File: src/rtl/cla_multiword_seq_if.sv
// Request/result bundle between a requester and the multi-word CLA sequencer.
// The requester is the master; the sequencer is the slave.
interface cla_multiword_seq_if #(
    parameter int WORDS = 4
);
    logic                  start;
    logic                  op_sub;
    logic                  cin;
    logic [32*WORDS-1:0]   a;
    logic [32*WORDS-1:0]   b;
    logic                  busy;
    logic                  done;
    logic [32*WORDS-1:0]   sum;
    logic                  cout;
    logic                  ovf;

    modport master (
        output start, op_sub, cin, a, b,
        input  busy, done, sum, cout, ovf
    );

    modport slave (
        input  start, op_sub, cin, a, b,
        output busy, done, sum, cout, ovf
    );
endinterface

File: src/rtl/cla_multiword_seq.sv
// Wide add/subtract built from one shared 32-bit carry-lookahead adder,
// stepping one word per cycle (LS word first) with the carry held in a register.
module cla_multiword_seq #(
    parameter int WORDS = 4
) (
    input  logic               clk,
    input  logic               rst,
    cla_multiword_seq_if.slave bus
);
    localparam int IDXW = (WORDS > 1) ? $clog2(WORDS) : 1;
    localparam logic [IDXW-1:0] LAST_IDX = IDXW'(WORDS - 1);

    typedef enum logic {IDLE, RUN} stateT;

    stateT                   state_q;
    logic [IDXW-1:0]         idx_q, idx_d;
    logic                    carry_q, carry_d;
    logic [WORDS-1:0][31:0]  a_q;
    logic [WORDS-1:0][31:0]  bEff_q;
    logic [WORDS-1:0][31:0]  sum_q;
    logic                    busy_q, done_q, cout_q, ovf_q;

    logic [31:0] aWord, bWord, claSum;
    logic        claCout;
    logic [31:0] gen, prop;
    logic [7:0]  grpGen, grpProp;
    logic [8:0]  grpCarry;
    logic [32:0] carry;

    assign aWord = a_q[idx_q];
    assign bWord = bEff_q[idx_q];

    // Two-level lookahead: 4-bit group generate/propagate, then per-bit carries inside each group.
    always_comb begin
        gen      = aWord & bWord;
        prop     = aWord ^ bWord;
        grpGen   = '0;
        grpProp  = '0;
        grpCarry = '0;
        carry    = '0;
        for (int g = 0; g < 8; g++) begin
            grpGen[g]  = gen[4*g+3]
                       | (prop[4*g+3] & gen[4*g+2])
                       | (prop[4*g+3] & prop[4*g+2] & gen[4*g+1])
                       | (prop[4*g+3] & prop[4*g+2] & prop[4*g+1] & gen[4*g]);
            grpProp[g] = &prop[4*g +: 4];
        end
        grpCarry[0] = carry_q;
        for (int g = 0; g < 8; g++) begin
            grpCarry[g+1] = grpGen[g] | (grpProp[g] & grpCarry[g]);
        end
        for (int g = 0; g < 8; g++) begin
            carry[4*g] = grpCarry[g];
            for (int k = 0; k < 3; k++) begin
                carry[4*g+k+1] = gen[4*g+k] | (prop[4*g+k] & carry[4*g+k]);
            end
        end
        carry[32] = grpCarry[8];
        claSum    = prop ^ carry[31:0];
        claCout   = carry[32];
    end

    assign idx_d   = idx_q + 1'b1;
    assign carry_d = claCout;

    // Subtraction is folded into the operands at accept time so RUN only ever adds.
    always_ff @(posedge clk) begin
        if (rst) begin
            state_q <= IDLE;
            idx_q   <= '0;
            carry_q <= 1'b0;
            a_q     <= '0;
            bEff_q  <= '0;
            sum_q   <= '0;
            busy_q  <= 1'b0;
            done_q  <= 1'b0;
            cout_q  <= 1'b0;
            ovf_q   <= 1'b0;
        end else begin
            done_q <= 1'b0;
            case (state_q)
                IDLE: begin
                    if (bus.start) begin
                        a_q     <= bus.a;
                        bEff_q  <= bus.op_sub ? ~bus.b : bus.b;
                        carry_q <= bus.op_sub ? 1'b1 : bus.cin;
                        idx_q   <= '0;
                        busy_q  <= 1'b1;
                        state_q <= RUN;
                    end
                end
                RUN: begin
                    sum_q[idx_q] <= claSum;
                    carry_q      <= carry_d;
                    idx_q        <= idx_d;
                    if (idx_q == LAST_IDX) begin
                        state_q <= IDLE;
                        busy_q  <= 1'b0;
                        done_q  <= 1'b1;
                        cout_q  <= claCout;
                        ovf_q   <= (aWord[31] == bWord[31]) & (claSum[31] != aWord[31]);
                    end
                end
                default: state_q <= IDLE;
            endcase
        end
    end

    assign bus.busy = busy_q;
    assign bus.done = done_q;
    assign bus.sum  = sum_q;
    assign bus.cout = cout_q;
    assign bus.ovf  = ovf_q;
endmodule
File: src/flat_wrapper.sv
// flat-port wrapper written by rule: the top's interface ports become plain ports
module cla_multiword_seq_flat 
#(
    parameter int WORDS = 4
)
  (clk, rst, bus_start, bus_op_sub, bus_cin, bus_a, bus_b, bus_busy, bus_done, bus_sum, bus_cout, bus_ovf);
  cla_multiword_seq_if #(.WORDS(WORDS)) bus_i ();
  input  logic clk;
  input  logic rst;
  input wire logic [$bits(bus_i.start)-1:0] bus_start;
  input wire logic [$bits(bus_i.op_sub)-1:0] bus_op_sub;
  input wire logic [$bits(bus_i.cin)-1:0] bus_cin;
  input wire logic [$bits(bus_i.a)-1:0] bus_a;
  input wire logic [$bits(bus_i.b)-1:0] bus_b;
  output wire logic [$bits(bus_i.busy)-1:0] bus_busy;
  output wire logic [$bits(bus_i.done)-1:0] bus_done;
  output wire logic [$bits(bus_i.sum)-1:0] bus_sum;
  output wire logic [$bits(bus_i.cout)-1:0] bus_cout;
  output wire logic [$bits(bus_i.ovf)-1:0] bus_ovf;
  assign bus_i.start = bus_start;
  assign bus_i.op_sub = bus_op_sub;
  assign bus_i.cin = bus_cin;
  assign bus_i.a = bus_a;
  assign bus_i.b = bus_b;
  assign bus_busy = bus_i.busy;
  assign bus_done = bus_i.done;
  assign bus_sum = bus_i.sum;
  assign bus_cout = bus_i.cout;
  assign bus_ovf = bus_i.ovf;
  cla_multiword_seq #(.WORDS(WORDS)) u_core (.clk(clk), .rst(rst), .bus(bus_i));
endmodule
File: config.mk
export PLATFORM = sky130hd
export DESIGN_NAME = cla_multiword_seq_flat
export DESIGN_NICKNAME = d
export VERILOG_FILES = /design/src/rtl/cla_multiword_seq_if.sv /design/src/rtl/cla_multiword_seq.sv /design/src/flat_wrapper.sv
export SDC_FILE = /design/constraint.sdc
export NUM_CORES = 1
export LEC_CHECK = 0
export CORE_UTILIZATION = 40
export DETAILED_ROUTE_END_ITERATION = 8
export GPL_TIMING_DRIVEN = 0
export HOLD_SLACK_MARGIN = 0.02
export PLACE_DENSITY_LB_ADDON = 0.15
export SLEW_MARGIN = 20
export SYNTH_ARGS = -nofsm -noshare
export SYNTH_HDL_FRONTEND = slang
export SYNTH_SLANG_ARGS = --single-unit
File: constraint.sdc
create_clock -name clk -period 8.4 [get_ports clk]
set_input_delay 1.68 -clock clk [delete_from_list [all_inputs] [get_ports clk]]
set_output_delay 1.68 -clock clk [all_outputs]
set_load 0.005 [all_outputs]
Word-level counts from Yosys, hierarchy flattened
Cells that the tools add are included.
- flip-flop bits (word level): 392
- output and inout bits: 132
- word-level logic and storage cells: 194
- $add $sub $neg: 1
- order comparisons: 2
- equal/unequal tests: 5
- muxes and demuxes: 20
- bitwise operators: 134
- reductions and logical operators: 13
- operator list (cell ; count):
    $bmux 32 s2 ; 2
    $bwmux 128 ; 1
    $mux 128 ; 1
    $not 128->128 ; 1
    $mux 32 ; 3
    $and 1x1->1 ; 73
    $demux 32 s2 ; 1
    $xor 32x32->32 ; 2
    $or 1x1->1 ; 56
    $and 32x32->32 ; 1
    $reduce_and 4->1 ; 8
    $mux 1 ; 7
    $pmux 1 s2 ; 3
    $reduce_and 2->1 ; 3
    $ne 2x2->1 const B ; 2
    $pmux 2 s2 ; 1
    $lt 2x3->1 const B ; 1
    $add 2x1->2 const B ; 1
    $eq 2x2->1 const B ; 1
    $ge 2x1->1 const B ; 1
    $mux 2 ; 1
    $reduce_or 2->1 ; 1
    $eq 1x1->1 ; 1
    $logic_and 1x1->1 ; 1
    2 further kinds ; 2

Depth between registers and ports, before layout
- depth in word-level cells: 29
- depth in mapped cells: 17
- depth with buffers taken out: 15

Least setup slack after synthesis
Ideal clock, no wire load.
- kind: reg2reg
- start point: reg u_core.idx_q[0]
- end point: reg u_core.sum_q, in the netlist u_core.bus.sum[31]
- library setup time: 137 ps
- data arrival time: 4730 ps
- required time: 8263 ps
- setup slack: 3533 ps
- stages on the path, launching flop included: 17
- period minus slack after synthesis: 4867 ps
- cell sequence: dfxtp_1 -> buf_2 -> buf_2 -> mux4_2 -> ha_1 -> and3_4 -> a221oi_2 -> nor2_1 -> or3b_1 -> buf_6 -> nor2_2 -> o21ai_1 -> fa_1 -> fa_1 -> fa_1 -> xnor2_1 -> a211oi_1
- longest elaborated chain between the ends: 28
- ends and longest elaborated chain (item ; line ; source):
    start: declaration ; cla_multiword_seq.sv:16 ; logic [IDXW-1:0] idx_q, idx_d;
    start signal: assignment ; cla_multiword_seq.sv:95 ; idx_q <= idx_d;
    $bmux 32 s2, on equally long branches ; cla_multiword_seq.sv:30, cla_multiword_seq.sv:31 ;
    $mux 32, on equally long branches ; cla_multiword_seq.sv:30, cla_multiword_seq.sv:31 ;
    $xor 32x32->32 / $and 32x32->32 (equally long branches) ; cla_multiword_seq.sv:36, cla_multiword_seq.sv:35 ;
    $and 1x1->1, on equally long branches ; cla_multiword_seq.sv:43, cla_multiword_seq.sv:44, cla_multiword_seq.sv:45 ;
    $or 1x1->1 (tied with other cells) ; cla_multiword_seq.sv:43 ; | (prop[4*g+3] & gen[4*g+2])
    $or 1x1->1 / $and 1x1->1 (equally long branches) ; cla_multiword_seq.sv:44, cla_multiword_seq.sv:45 ;
    $or 1x1->1 ; cla_multiword_seq.sv:45 ; | (prop[4*g+3] & prop[4*g+2] & prop[4*g+1] & gen[4*g]);
    $or 1x1->1 ; cla_multiword_seq.sv:50 ; grpCarry[g+1] = grpGen[g] | (grpProp[g] & grpCarry[g]);
    [... 12 more ...] ; -- ;
    $and 1x1->1 ; cla_multiword_seq.sv:55 ; carry[4*g+k+1] = gen[4*g+k] | (prop[4*g+k] & carry[4*g+k]);
    $or 1x1->1 ; cla_multiword_seq.sv:55 ;
    $and 1x1->1 ; cla_multiword_seq.sv:55 ;
    $or 1x1->1 ; cla_multiword_seq.sv:55 ;
    $and 1x1->1 ; cla_multiword_seq.sv:55 ;
    $or 1x1->1 ; cla_multiword_seq.sv:55 ;
    $xor 32x32->32 ; cla_multiword_seq.sv:59 ; claSum = prop ^ carry[31:0];
    $bwmux 128 (*) ; cla_multiword_seq.sv:93 ; sum_q[idx_q] <= claSum;
    end signal: indexed assignment ; cla_multiword_seq.sv:93 ;
    end: declaration ; cla_multiword_seq.sv:20 ; logic [WORDS-1:0][31:0] sum_q;
Mark *: on every way between the ends. The rest lies on a longest branch, timed or not. The select of a mux whose other input is x is not followed.
A chain may end at the register's enable or synchronous reset.

Worst setup path after layout
- start point: reg u_core.idx_q[1]
- end point: reg u_core.sum_q, in the netlist u_core.bus.sum[55]
- longest elaborated chain between the ends: 24
- ends and longest elaborated chain (item ; line):
    $bmux 32 s2, on equally long branches ; cla_multiword_seq.sv:30, cla_multiword_seq.sv:31
    $mux 32, on equally long branches ; cla_multiword_seq.sv:30, cla_multiword_seq.sv:31
    $xor 32x32->32 / $and 32x32->32 (equally long branches) ; cla_multiword_seq.sv:36, cla_multiword_seq.sv:35
    $and 1x1->1, on equally long branches ; cla_multiword_seq.sv:43, cla_multiword_seq.sv:44, cla_multiword_seq.sv:45
    $or 1x1->1 (tied with other cells) ; cla_multiword_seq.sv:43
    $or 1x1->1 / $and 1x1->1 (equally long branches) ; cla_multiword_seq.sv:44, cla_multiword_seq.sv:45
    $or 1x1->1 ; cla_multiword_seq.sv:45
    $or 1x1->1 ; cla_multiword_seq.sv:50
    [... 8 more ...] ; --
    $and 1x1->1 ; cla_multiword_seq.sv:55
    $or 1x1->1 ; cla_multiword_seq.sv:55
    $and 1x1->1 ; cla_multiword_seq.sv:55
    $or 1x1->1 ; cla_multiword_seq.sv:55
    $and 1x1->1 ; cla_multiword_seq.sv:55
    $or 1x1->1 ; cla_multiword_seq.sv:55
    $xor 32x32->32 ; cla_multiword_seq.sv:59
    $bwmux 128 (*) ; cla_multiword_seq.sv:93
Marks and branches as above.

==> metrics.yaml <==
fmax_mhz: 158.0
start_util_pct: 40.73
worstPathArrival_ns: 6.71
io_buffers: 390
grt_pass1_vias: 15320
die_w_um: 209.1
avgRoutedWirePerCell_um: 21.31
required_ns: 8.78
tritoncts: "yes"
setup.worst_path.class: "flip-flop to flip-flop"
grt_pass1_wl_um: 90730
antenna_cells: 0
fin_crit_sh_pct: 75.33
grt_max_degree: 14
drt_pass1_iterations: 5
gr-total-overflow: 0
cts_resized: 0
seq_area_frac_synth_pct: 45.73
slew_violations: 0
synth_flop_cell: "dfxtp_1"
die-area_sq_um: 43730
cts-root-buf: "clkbuf_16"
synth_edf_count: 0
holdWs_ns: 0.4531
skew_ns: 0.01688
setup_viol: 0
antenna_found_initial: 1
slowest_stage: "xnor2_1"
crit_path_start_kind: "flip-flop"
power_density_nw_per_um2: 206.8
postRouteAntennaNets: 0
routed_wl_um: 61140
critPathMaxFanout: 10
clkSinkCount: 392
max-vdd-ir-drop_mv: 0.1354
fin_nets: 2620
critPathMaxStageDelay_ns: 0.78
cp_common_cell: "fa_1"
async_flop_share_pct: 0
vias: 15220
clkTransAtPathRegs_ns: 0.06
synth_cells: 1865
synth_fp_nets: 2186
finalHoldViolCount: 0
layout_min_cycle_time_ns: 6.328
cts_hold_buf: 0
die_h_um: 209.1
grt_usage_pct: 27.67
core_area_sq_um: 42130
synth_area_sq_um: 17160
timing.slew.headroom_pct: 35.04
drt_iter0_drc: 903
clock_latency_ns: 0.55
clockBufferDepth: 3
avgSynthCellArea_sq_um: 9.201
ys_ff_latch: 392
drc_errors: 0
areaGrowthSynthToFinish_pct: 35.26
cts_made_buffers: 42
end_kind: "flip-flop"
hold_class: "flip-flop to flip-flop"
power_leakage_nw: 8.346
globalplace.congestion: 0.8868
h-tree-depth: 2
ys_warn_count: 0
drt-vias-per-instance: 5.305
post-dp-hpwl_um: 49040
rsz0062_at_grt: "false"
drive_gt1_share_pct: 7.983
status: "completed"
synth_cell_types: 46
std_cell_rows: 75
tightest_slew_ns: 0.9675
crit_chain: "clkbuf_1, buf_1, mux4_2, ha_1, and3_4, a221oi_2, nor2_1, or3b_1, buf_6, inv_1, o31ai_1, fa_1, fa_1, fa_1, xnor2_1, a211oi_1"
cap_violations: 0
setup_tns_ns: 0
top_level_ports: 393
post_cts_buffers: 0
==> metal layers <==
metal / track usage [%] / up-vias / share of wire (%) / routed length (um)
met5: 0 / - / 0.026 / 16
met1: 35.62 / 7337 / 43 / 26350
li1: - / 7255 / - / -
met3: 3.772 / 93 / 5.3 / 3264
met2: 48.05 / 534 / 49 / 29840
met4: 8.342 / 2 / 2.7 / 1668
==> state kept, by name, summed over array words and instances (netlist names) <==
name	cells
u_core.bus.done	1
u_core.bus.cout	1
u_core.a_q	128
u_core.bEff_q	128
u_core.carry_q	1
u_core.bus.sum	128
u_core.bus.busy	1
u_core.idx_q	2
u_core.bus.ovf	1
u_core.state_q	1
==> logic make-up (layout without fill, tap and decap cells) <==
logic type               Yosys count  in the layout  synth area share, %
flip-flops                       392            392                45.73
buffers and inverters            172            637                4.149
AND/OR/NAND/NOR                  617            617                13.92
AO/OA/AOI/OAI                    422            422                15.33
XOR/XNOR                         137            137                6.992
adder cells (fa/ha/maj)           60             60                5.425
multiplexers                      65             65                8.458
==> final timing paths <==
check	start	to	slack, ns	cells past startpoint
min	u_core.bus.sum[46]	u_core.bus.sum[46]	0.45	2
min reg2reg	u_core.bus.sum[46]	u_core.bus.sum[46]	0.45	2
max reg2reg	u_core.idx_q[1]	u_core.bus.sum[55]	2.07	16
max	u_core.idx_q[1]	u_core.bus.sum[55]	2.07	16
==> placed cells by master (no fill, tap or decap), types with 5 or more instances in the layout <==
master / netlist / layout
clkbuf_1: 95 / 103
a211oi_1: 156 / 156
ha_1: 36 / 36
clkbuf_16: 0 / 45
xnor2_1: 134 / 134
o21ai_0: 19 / 19
buf_1: 10 / 10
nor2_1: 188 / 188
fa_1: 24 / 24
inv_1: 19 / 19
nor2b_1: 5 / 5
a22o_1: 20 / 20
clkbuf_8: 0 / 15
dfxtp_1: 392 / 392
a21oi_1: 210 / 210
mux4_2: 64 / 64
nand2_1: 403 / 403
buf_2: 47 / 47
clkdlybuf4s50_1: 0 / 390
==> cells in the mapped netlist, types with 2 or more instances <==
| cell type | count | area (sq um) |
|---|---|---|
| a22o_1 | 20 | 175.2 |
| nand2_1 | 403 | 1513 |
| xor2_1 | 3 | 26.28 |
| dfxtp_1 | 392 | 7848 |
| nand3_1 | 3 | 15.01 |
| nand2b_1 | 2 | 12.51 |
| a21oi_1 | 210 | 1051 |
| nand4_1 | 3 | 18.77 |
| mux4_2 | 64 | 1441 |
| fa_1 | 24 | 480.5 |
| and2_1 | 3 | 18.77 |
| o21ai_0 | 19 | 95.09 |
| o31ai_1 | 2 | 15.01 |
| a21o_1 | 3 | 22.52 |
| xnor2_1 | 134 | 1174 |
| buf_1 | 10 | 37.54 |
| o21ai_1 | 2 | 10.01 |
| a211oi_1 | 156 | 1171 |
| clkbuf_1 | 95 | 356.6 |
| buf_2 | 47 | 235.2 |
| inv_1 | 19 | 71.32 |
| ha_1 | 36 | 450.4 |
| nor2_1 | 188 | 705.7 |
| nor2b_1 | 5 | 31.28 |
==> metrics by stage <==
| stage | util [%] | cell area (sq um) | std cells | total power, mW | setup slack [ns] |
|---|---|---|---|---|---|
| floorplan | - | 17160 | 1865 | 2.480 | 3.533 |
| global placement | 51.59 | 21740 | 2794 | 2.858 | 2.157 |
| detailed placement | 51.59 | 21740 | 2794 | 2.878 | 2.127 |
| CTS | 55.09 | 23210 | 2869 | 4.811 | 2.077 |
| global route | 55.09 | 23210 | 2869 | 4.966 | 1.884 |
| finish | 55.09 | 23210 | 2869 | 4.800 | 2.072 |
==> worst max-delay path: cells and delay by family (launching register included) <==
kind                       cells  cell delay, ns
muxes                          1            0.50
adders and majority gates      4            1.73
DFF                            1            0.40
and+or+nand+nor                3            0.71
AOI/OAI and AO/OA              3            0.54
buffers and inverters          4            1.48
xor gates and xnor gates       1            0.78
==> power breakdown <==
part	internal [mW]	switching (mW)
Clock	1.20	0.762
Sequential	1.97	0.0610
Combinational	0.365	0.446
Total	3.53	1.27
==> final cells by class <==
class,instances,area [sq um]
multi-input cells,1301,8601
clock inverters,7,110.1
flip-flops and latches,392,7848
fillers,3840,18920
clock buffers,68,1363
well taps,539,674.4
plain buffers,153,640.6
repair buffers,390,3904
inverters,19,71.32
Note: power is estimated with default switching activity, not from simulation.
